$ cat src/rtl/eab_mem_sequencer_if.sv
// Memory handshake bundle between the sequencer and the memory port.
interface eab_mem_sequencer_if;
  logic mem_req;
  logic mem_we;
  logic mem_ready;

  modport master (output mem_req, output mem_we, input mem_ready);
  modport slave  (input mem_req, input mem_we, output mem_ready);
endinterface

$ cat src/rtl/eab_mem_sequencer.sv
// Multi-cycle sequencer for LC-3 memory instructions (LD/ST/LDI/STI/LDR/STR/LEA).
// Strobes are decoded from the state register; only ldMDR during a read is
// qualified by mem_ready in the same cycle.
module eab_mem_sequencer #(
  parameter int TIMEOUT = 255,
  parameter int CNT_W   = 8
) (
  input  logic        clk,
  input  logic        rst,
  input  logic        start,
  input  logic [3:0]  opcode,
  output logic        busy,
  output logic        done,
  output logic        err,
  output logic        selEAB1,
  output logic [1:0]  selEAB2,
  output logic        ldMAR,
  output logic        selMAR,
  output logic        ldMDR,
  output logic        ldReg,
  output logic        selRegSrc,
  output logic        ldCC,
  eab_mem_sequencer_if.master mem
);

  localparam logic [3:0] OP_LD  = 4'b0010;
  localparam logic [3:0] OP_ST  = 4'b0011;
  localparam logic [3:0] OP_LDR = 4'b0110;
  localparam logic [3:0] OP_STR = 4'b0111;
  localparam logic [3:0] OP_LDI = 4'b1010;
  localparam logic [3:0] OP_STI = 4'b1011;
  localparam logic [3:0] OP_LEA = 4'b1110;

  typedef enum logic [3:0] {IDLE, ADDR, RD1, IND, RD2, STD, WR, WB, FIN} state_t;

  state_t           state, nxt;
  logic [3:0]       op;
  logic             err_q, to_err;
  logic [CNT_W-1:0] cnt;
  logic             legal, pc_rel, timeout_hit, req_state;

  // PC-relative forms use the 9-bit offset; base+offset forms use Ra + 6-bit offset.
  assign pc_rel = (opcode == OP_LD) || (opcode == OP_ST) || (opcode == OP_LDI) ||
                  (opcode == OP_STI) || (opcode == OP_LEA);
  assign legal  = pc_rel || (opcode == OP_LDR) || (opcode == OP_STR);

  // Last permitted request cycle without ready: the next one would exceed TIMEOUT.
  assign timeout_hit = (cnt == CNT_W'(TIMEOUT - 1));
  assign req_state   = (state == RD1) || (state == RD2) || (state == WR);

  // Next-state and strobe decode.
  always_comb begin
    nxt           = state;
    to_err        = 1'b0;
    ldMAR         = 1'b0;
    selMAR        = 1'b0;
    ldMDR         = 1'b0;
    ldReg         = 1'b0;
    selRegSrc     = 1'b0;
    ldCC          = 1'b0;
    mem.mem_req   = 1'b0;
    mem.mem_we    = 1'b0;
    busy          = (state != IDLE);
    done          = (state == FIN);
    err           = (state == FIN) && err_q;
    case (state)
      IDLE: if (start) begin
        if (opcode == OP_LEA) nxt = WB;
        else if (legal)       nxt = ADDR;
        else begin
          nxt    = FIN;
          to_err = 1'b1;
        end
      end
      ADDR: begin
        ldMAR = 1'b1;
        nxt   = ((op == OP_ST) || (op == OP_STR)) ? STD : RD1;
      end
      RD1, RD2: begin
        mem.mem_req = 1'b1;
        if (mem.mem_ready) begin
          ldMDR = 1'b1;
          nxt   = ((state == RD1) && ((op == OP_LDI) || (op == OP_STI))) ? IND : WB;
        end else if (timeout_hit) begin
          nxt    = FIN;
          to_err = 1'b1;
        end
      end
      IND: begin
        ldMAR  = 1'b1;
        selMAR = 1'b1;
        nxt    = (op == OP_STI) ? STD : RD2;
      end
      STD: begin
        ldMDR = 1'b1;
        nxt   = WR;
      end
      WR: begin
        mem.mem_req = 1'b1;
        mem.mem_we  = 1'b1;
        if (mem.mem_ready) nxt = FIN;
        else if (timeout_hit) begin
          nxt    = FIN;
          to_err = 1'b1;
        end
      end
      WB: begin
        ldReg     = 1'b1;
        ldCC      = 1'b1;
        selRegSrc = (op != OP_LEA);
        nxt       = FIN;
      end
      FIN:     nxt = IDLE;
      default: nxt = IDLE;
    endcase
  end

  // State, latched opcode/address selects, error flag and timeout counter.
  always_ff @(posedge clk) begin
    if (rst) begin
      state   <= IDLE;
      op      <= 4'b0000;
      selEAB1 <= 1'b0;
      selEAB2 <= 2'b00;
      err_q   <= 1'b0;
      cnt     <= '0;
    end else begin
      state <= nxt;
      if ((state == IDLE) && start) begin
        op      <= opcode;
        selEAB1 <= legal && !pc_rel;
        selEAB2 <= !legal ? 2'b00 : (pc_rel ? 2'b10 : 2'b01);
      end
      if ((state != FIN) && (nxt == FIN)) err_q <= to_err;
      // Counter only runs while a request waits; any other state clears it,
      // so every request window starts from zero.
      if (req_state && !mem.mem_ready) cnt <= cnt + 1'b1;
      else                             cnt <= '0;
    end
  end

endmodule

$ cat src/flat_wrapper.sv
// flat-port wrapper written by rule: the top's interface ports become plain ports
module eab_mem_sequencer_flat 
#(
  parameter int TIMEOUT = 255,
  parameter int CNT_W   = 8
)
  (clk, rst, start, opcode, busy, done, err, selEAB1, selEAB2, ldMAR, selMAR, ldMDR, ldReg, selRegSrc, ldCC, mem_mem_req, mem_mem_we, mem_mem_ready);
  eab_mem_sequencer_if mem_i ();
  input  logic clk;
  input  logic rst;
  input  logic start;
  input  logic [3:0] opcode;
  output logic busy;
  output logic done;
  output logic err;
  output logic selEAB1;
  output logic [1:0] selEAB2;
  output logic ldMAR;
  output logic selMAR;
  output logic ldMDR;
  output logic ldReg;
  output logic selRegSrc;
  output logic ldCC;
  output wire logic [$bits(mem_i.mem_req)-1:0] mem_mem_req;
  output wire logic [$bits(mem_i.mem_we)-1:0] mem_mem_we;
  input wire logic [$bits(mem_i.mem_ready)-1:0] mem_mem_ready;
  assign mem_mem_req = mem_i.mem_req;
  assign mem_mem_we = mem_i.mem_we;
  assign mem_i.mem_ready = mem_mem_ready;
  eab_mem_sequencer #(.TIMEOUT(TIMEOUT), .CNT_W(CNT_W)) u_core (.clk(clk), .rst(rst), .start(start), .opcode(opcode), .busy(busy), .done(done), .err(err), .selEAB1(selEAB1), .selEAB2(selEAB2), .ldMAR(ldMAR), .selMAR(selMAR), .ldMDR(ldMDR), .ldReg(ldReg), .selRegSrc(selRegSrc), .ldCC(ldCC), .mem(mem_i));
endmodule
$ cat config.mk
export PLATFORM = sky130hd
export DESIGN_NAME = eab_mem_sequencer_flat
export DESIGN_NICKNAME = d
export VERILOG_FILES = /design/src/rtl/eab_mem_sequencer_if.sv /design/src/rtl/eab_mem_sequencer.sv /design/src/flat_wrapper.sv
export SDC_FILE = /design/constraint.sdc
export NUM_CORES = 1
export LEC_CHECK = 0
export ABC_AREA = 0
export BUFFER_PORTS_ARGS = -buffer_cell sky130_fd_sc_hd__buf_2
export CORE_MARGIN = 8
export CORE_UTILIZATION = 47
export CTS_CLUSTER_SIZE = 24
export DETAILED_ROUTE_END_ITERATION = 12
export PLACE_DENSITY = 0.74
export SLEW_MARGIN = 20
export SYNTH_ARGS = -nofsm -noshare
export SYNTH_HDL_FRONTEND = slang
export SYNTH_SLANG_ARGS = --single-unit
$ cat constraint.sdc
create_clock -name clk -period 1.4 [get_ports clk]
set_clock_uncertainty 0.2 [all_clocks]
set_input_delay 0.42 -clock clk [delete_from_list [all_inputs] [get_ports clk]]
set_output_delay 0.42 -clock clk [all_outputs]
set_load 0.02 [all_outputs]
==> impl_metrics.csv <==
group,metric,value,unit
clock_tree,cts_inserted_buffers,3,
timing,fin_crit_sh,138.4,%
drt,finalWirelength,3.377,mm
synth,syn-instance-count,121,
floorplan,floorplan.initialDensity,48.63,%
critical_path,r2r_setup_slack,-0.40,ns
clock_tree,cts.sinks,19,
drt,routed-via-count,1127,
synth,yosysWarningCount,0,
synth,synth_cell_type_count,37,
power,static-leakage-power,0.7617,nW
critical_path,critPathSlowestCell,"dfxtp_4",
synth,synth_fa_ha_area_share,2.395,%
clock_tree,worstSkewPairLatency,0.30,ns
floorplan,die_y,63.15,um
floorplan,die_w,63.15,um
clock_tree,cts_max_level,1,
synth,synth_top_family_by_area,"simple AND/OR/NAND/NOR gates",
worst_hold_path,hold_path_depth,2,
synth,yosys.area_share.simple,35.21,%
placement,gpl.final_weighted_congestion,0.9003,
clock_tree,register_clock_pin_slew_on_the_reported_worst_setup_and_hold_paths,0.11,ns
critical_path,path_class,"flip-flop to primary output",
drt,initialDrtViolationCount,25,
finish,insertedDiodeCount,0,
grt,wire_length_of_the_first_global_routing_pass,5.016,mm
power,finalPower,0.002000,W
power,switching_power,0.0007315,W
floorplan,die_area,3987,um^2
synth,synth.ff_latch_count,19,
critical_path,crit_required,0.78,ns
synth,yosys.area.top_type_share,36.41,%
drt,wl_per_cell,16.47,um
timing,worst_slack,-0.5371,ns
power,combinationalPowerShare,51.1,%
drt,drt_pre_antenna_iters,4,
floorplan,pin_count,22,
power,power.share.sequential,34.8,%
timing,worst_slew_pin_slew,0.2820,ns
grt,grt_use_total,15.13,%
clock_tree,root_buffer,"clkbuf_4",
grt,antenna_found_initial,0,
critical_path,critPathCaptureType,"primary output",
clock_tree,max-clock-path-buffers,2,
placement,dp_worst_setup_slack,-0.2934,ns
timing,relSlewSlack,80.94,%
critical_path,crit_arrival,1.32,ns
power,clock_power_share,14.1,%
drt,route.detailed.drc,0,
finish,filler_cell_count,123,
clock_tree,holdBufCountCts,0,
critical_path,rr_worst_depth,6,
finish,final_common_cell,"buf_4",
synth,ys_seq_area_share,36.41,%
finish,design.final.nets,188,
floorplan,core.rowCount,17,
worst_hold_path,min_delay_worst_endpoint,"u_core.selEAB2[1]$_SDFFE_PP0P_",
synth,synth_area_per_cell,8.634,um^2
synth,most_area_hungry_cell_type_in_the_yosys_netlist,"dfxtp_1",
timing,rsz_0062_raised_after_global_routing,"yes",
timing,layout_min_cycle_time,1.937,ns
critical_path,crit_path_cells,"nor4b_4, and2_4, buf_6",
finish,flow.area_growth_from_synthesis,72.34,%
finish,drive_gt1_share,58.76,%
power,ir_drop,0.9082,mV
synth,synth_compound_gate_area_share,8.862,%
power,powerDensity,1111,nW/um^2
timing,max_freq,0.5162,GHz
power,p_int,0.001269,W
synth,netlist_area,1045,um^2
worst_hold_path,hold_start,"rst",
timing,final-max-slew-violation-count,0,
synth,ys_top_cells_by_area,"dfxtp_1 (36%), nor2_1 (5.4%), xor2_1 (5.0%)",
grt,globalRouteOverflowTotal,0,
grt,via_count_of_the_first_global_routing_pass,1136,
timing,final_hold_vios,0,
critical_path,worst_path_largest_cell_delay,0.40,ns
synth,synthXorXnorAreaFrac,6.707,%
critical_path,worstSetupStartpointType,"flip-flop",
synth,post_synth_mux_area_share,3.832,%
drt,detail-route-antenna-nets,0,
critical_path,worst_r2r_startpoint,"u_core.state[1]$_SDFF_PP0_",
power,sw_frac_of_total,36.57,%
critical_path,critical_path.max_fanout,6,
worst_hold_path,holdCritPathClass,"input pin to flip-flop",
flow_run,max-cap-violations,0,
run_status,status,"finished with violations",
finish,layout.cells.most_common_list,"buf_4 (34), buf_6 (13), dfxtp_1 (12)",
grt,grt_max_degree,12,
synth,mappedNetlistNets,131,
placement,dpl.hpwl,2.057,mm
critical_path,rr_endpoint,"u_core.op[3]$_SDFFE_PP0P_",
drt,drt-vias-per-instance,5.498,
timing,hold_ws,0.1193,ns
placement,portBuffers,21,
clock_tree,cts_tree,"done",
run_status,violations_in_the_final_reports,"negative setup slack",
timing,count_of_endpoints_failing_setup_in_the_final_report,32,
floorplan,core_area,2148,um^2
==> layer usage <==
layer | up-vias | share of wire, % | track usage (%)
li1 | 544 | - | -
met1 | 546 | 38 | 14.99
met2 | 27 | 54 | 28.81
met3 | 10 | 4.0 | 4.240
met4 | 0 | 3.2 | 5.698
met5 | - | 0 | 0
==> cells in the mapped netlist (all sizes together) <==
cell,count
dfxtp,19
nor2,15
nand2,9
buf,8
nand3,7
xor2,6
and2,4
mux2i,4
nand4,4
o21ai,4
a21oi,3
a31oi,3
inv,3
nand4b,3
a22oi,2
and3,2
and4,2
ha,2
nand2b,2
nand3b,2
nor3,2
nor3b,2
nor4,2
xnor2,2
a21boi,1
a41oi,1
and3b,1
and4b,1
clkbuf,1
nor2b,1
nor4b,1
nor4bb,1
or2,1
==> power groups by stage <==
stage               Sequential, W  Combinational [W]  Clock, W
CTS                      0.000672           0.000802  0.000285
floorplan                0.000655           0.000442         0
detailed placement       0.000679           0.000670         0
global route             0.000701            0.00108  0.000313
global placement         0.000675           0.000655         0
finish                   0.000696            0.00102  0.000283
==> worst max path at each step <==
stage,start,endpoint,slack (ns),cells after the start
finish,u_core.state[0]$_SDFF_PP0_,err,-0.54,3
global route,u_core.state[0]$_SDFF_PP0_,err,-0.57,3
detailed placement,u_core.state[3]$_SDFF_PP0_,ldMDR,-0.29,5
floorplan,u_core.state[0]$_SDFF_PP0_,err,-0.34,3
CTS,u_core.state[1]$_SDFF_PP0_,err,-0.52,3
global placement,u_core.state[3]$_SDFF_PP0_,ldMDR,-0.29,5
==> stage by stage <==
step / area [um^2] / setup TNS [ns] / std cells / util, %
floorplan: 1112 / -2.068 / 121 / -
global placement: 1430 / -5.455 / 192 / 66.57
detailed placement: 1430 / -6.033 / 192 / 66.57
CTS: 1620 / -8.884 / 201 / 75.42
global route: 1800 / -11.90 / 205 / 83.81
finish: 1800 / -10.32 / 205 / 83.81
==> kinds of logic after synthesis <==
kind of cell,after synthesis
AND/OR/NAND/NOR,62
flip-flops,19
AO/OA/AOI/OAI,14
buffers and inverters,12
XOR/XNOR,8
multiplexers,4
adder cells (fa/ha/maj),2
==> worst max-delay path: cells and delay by family (launching register included) <==
| family | cells | cell delay, ns |
|---|---|---|
| DFF | 1 | 0.40 |
| and+or+nand+nor | 2 | 0.51 |
| buffers and inverters | 1 | 0.11 |
==> registers in the layout (all words and copies together), names as in the netlist <==
signal and count:
u_core.cnt 8, u_core.selEAB2 2, u_core.state 4, u_core.op 4, u_core.err_q 1
==> repair_timing <==
item	in CTS	in global routing
pin swaps	5	17
gates resized for setup	34	34
setup buffers	5	3
endpoints found under the setup margin	33	33
hold endpoints to repair	0	0
gates cloned	0	1
==> final cells by class <==
cell class | instances | area (um^2) | share of cell area [%]
Sequential cell | 19 | 401.6 | 22.31
Inverter | 3 | 11.26 | 0.6254
Clock buffer | 3 | 22.52 | 1.251
Tap cell | 28 | 35.03 | 1.946
Timing Repair Buffer | 61 | 556.8 | 30.92
Clock inverter | 1 | 5.005 | 0.2780
Multi-Input combinational cell | 90 | 768.2 | 42.67
(Power assumes the default switching activity.)
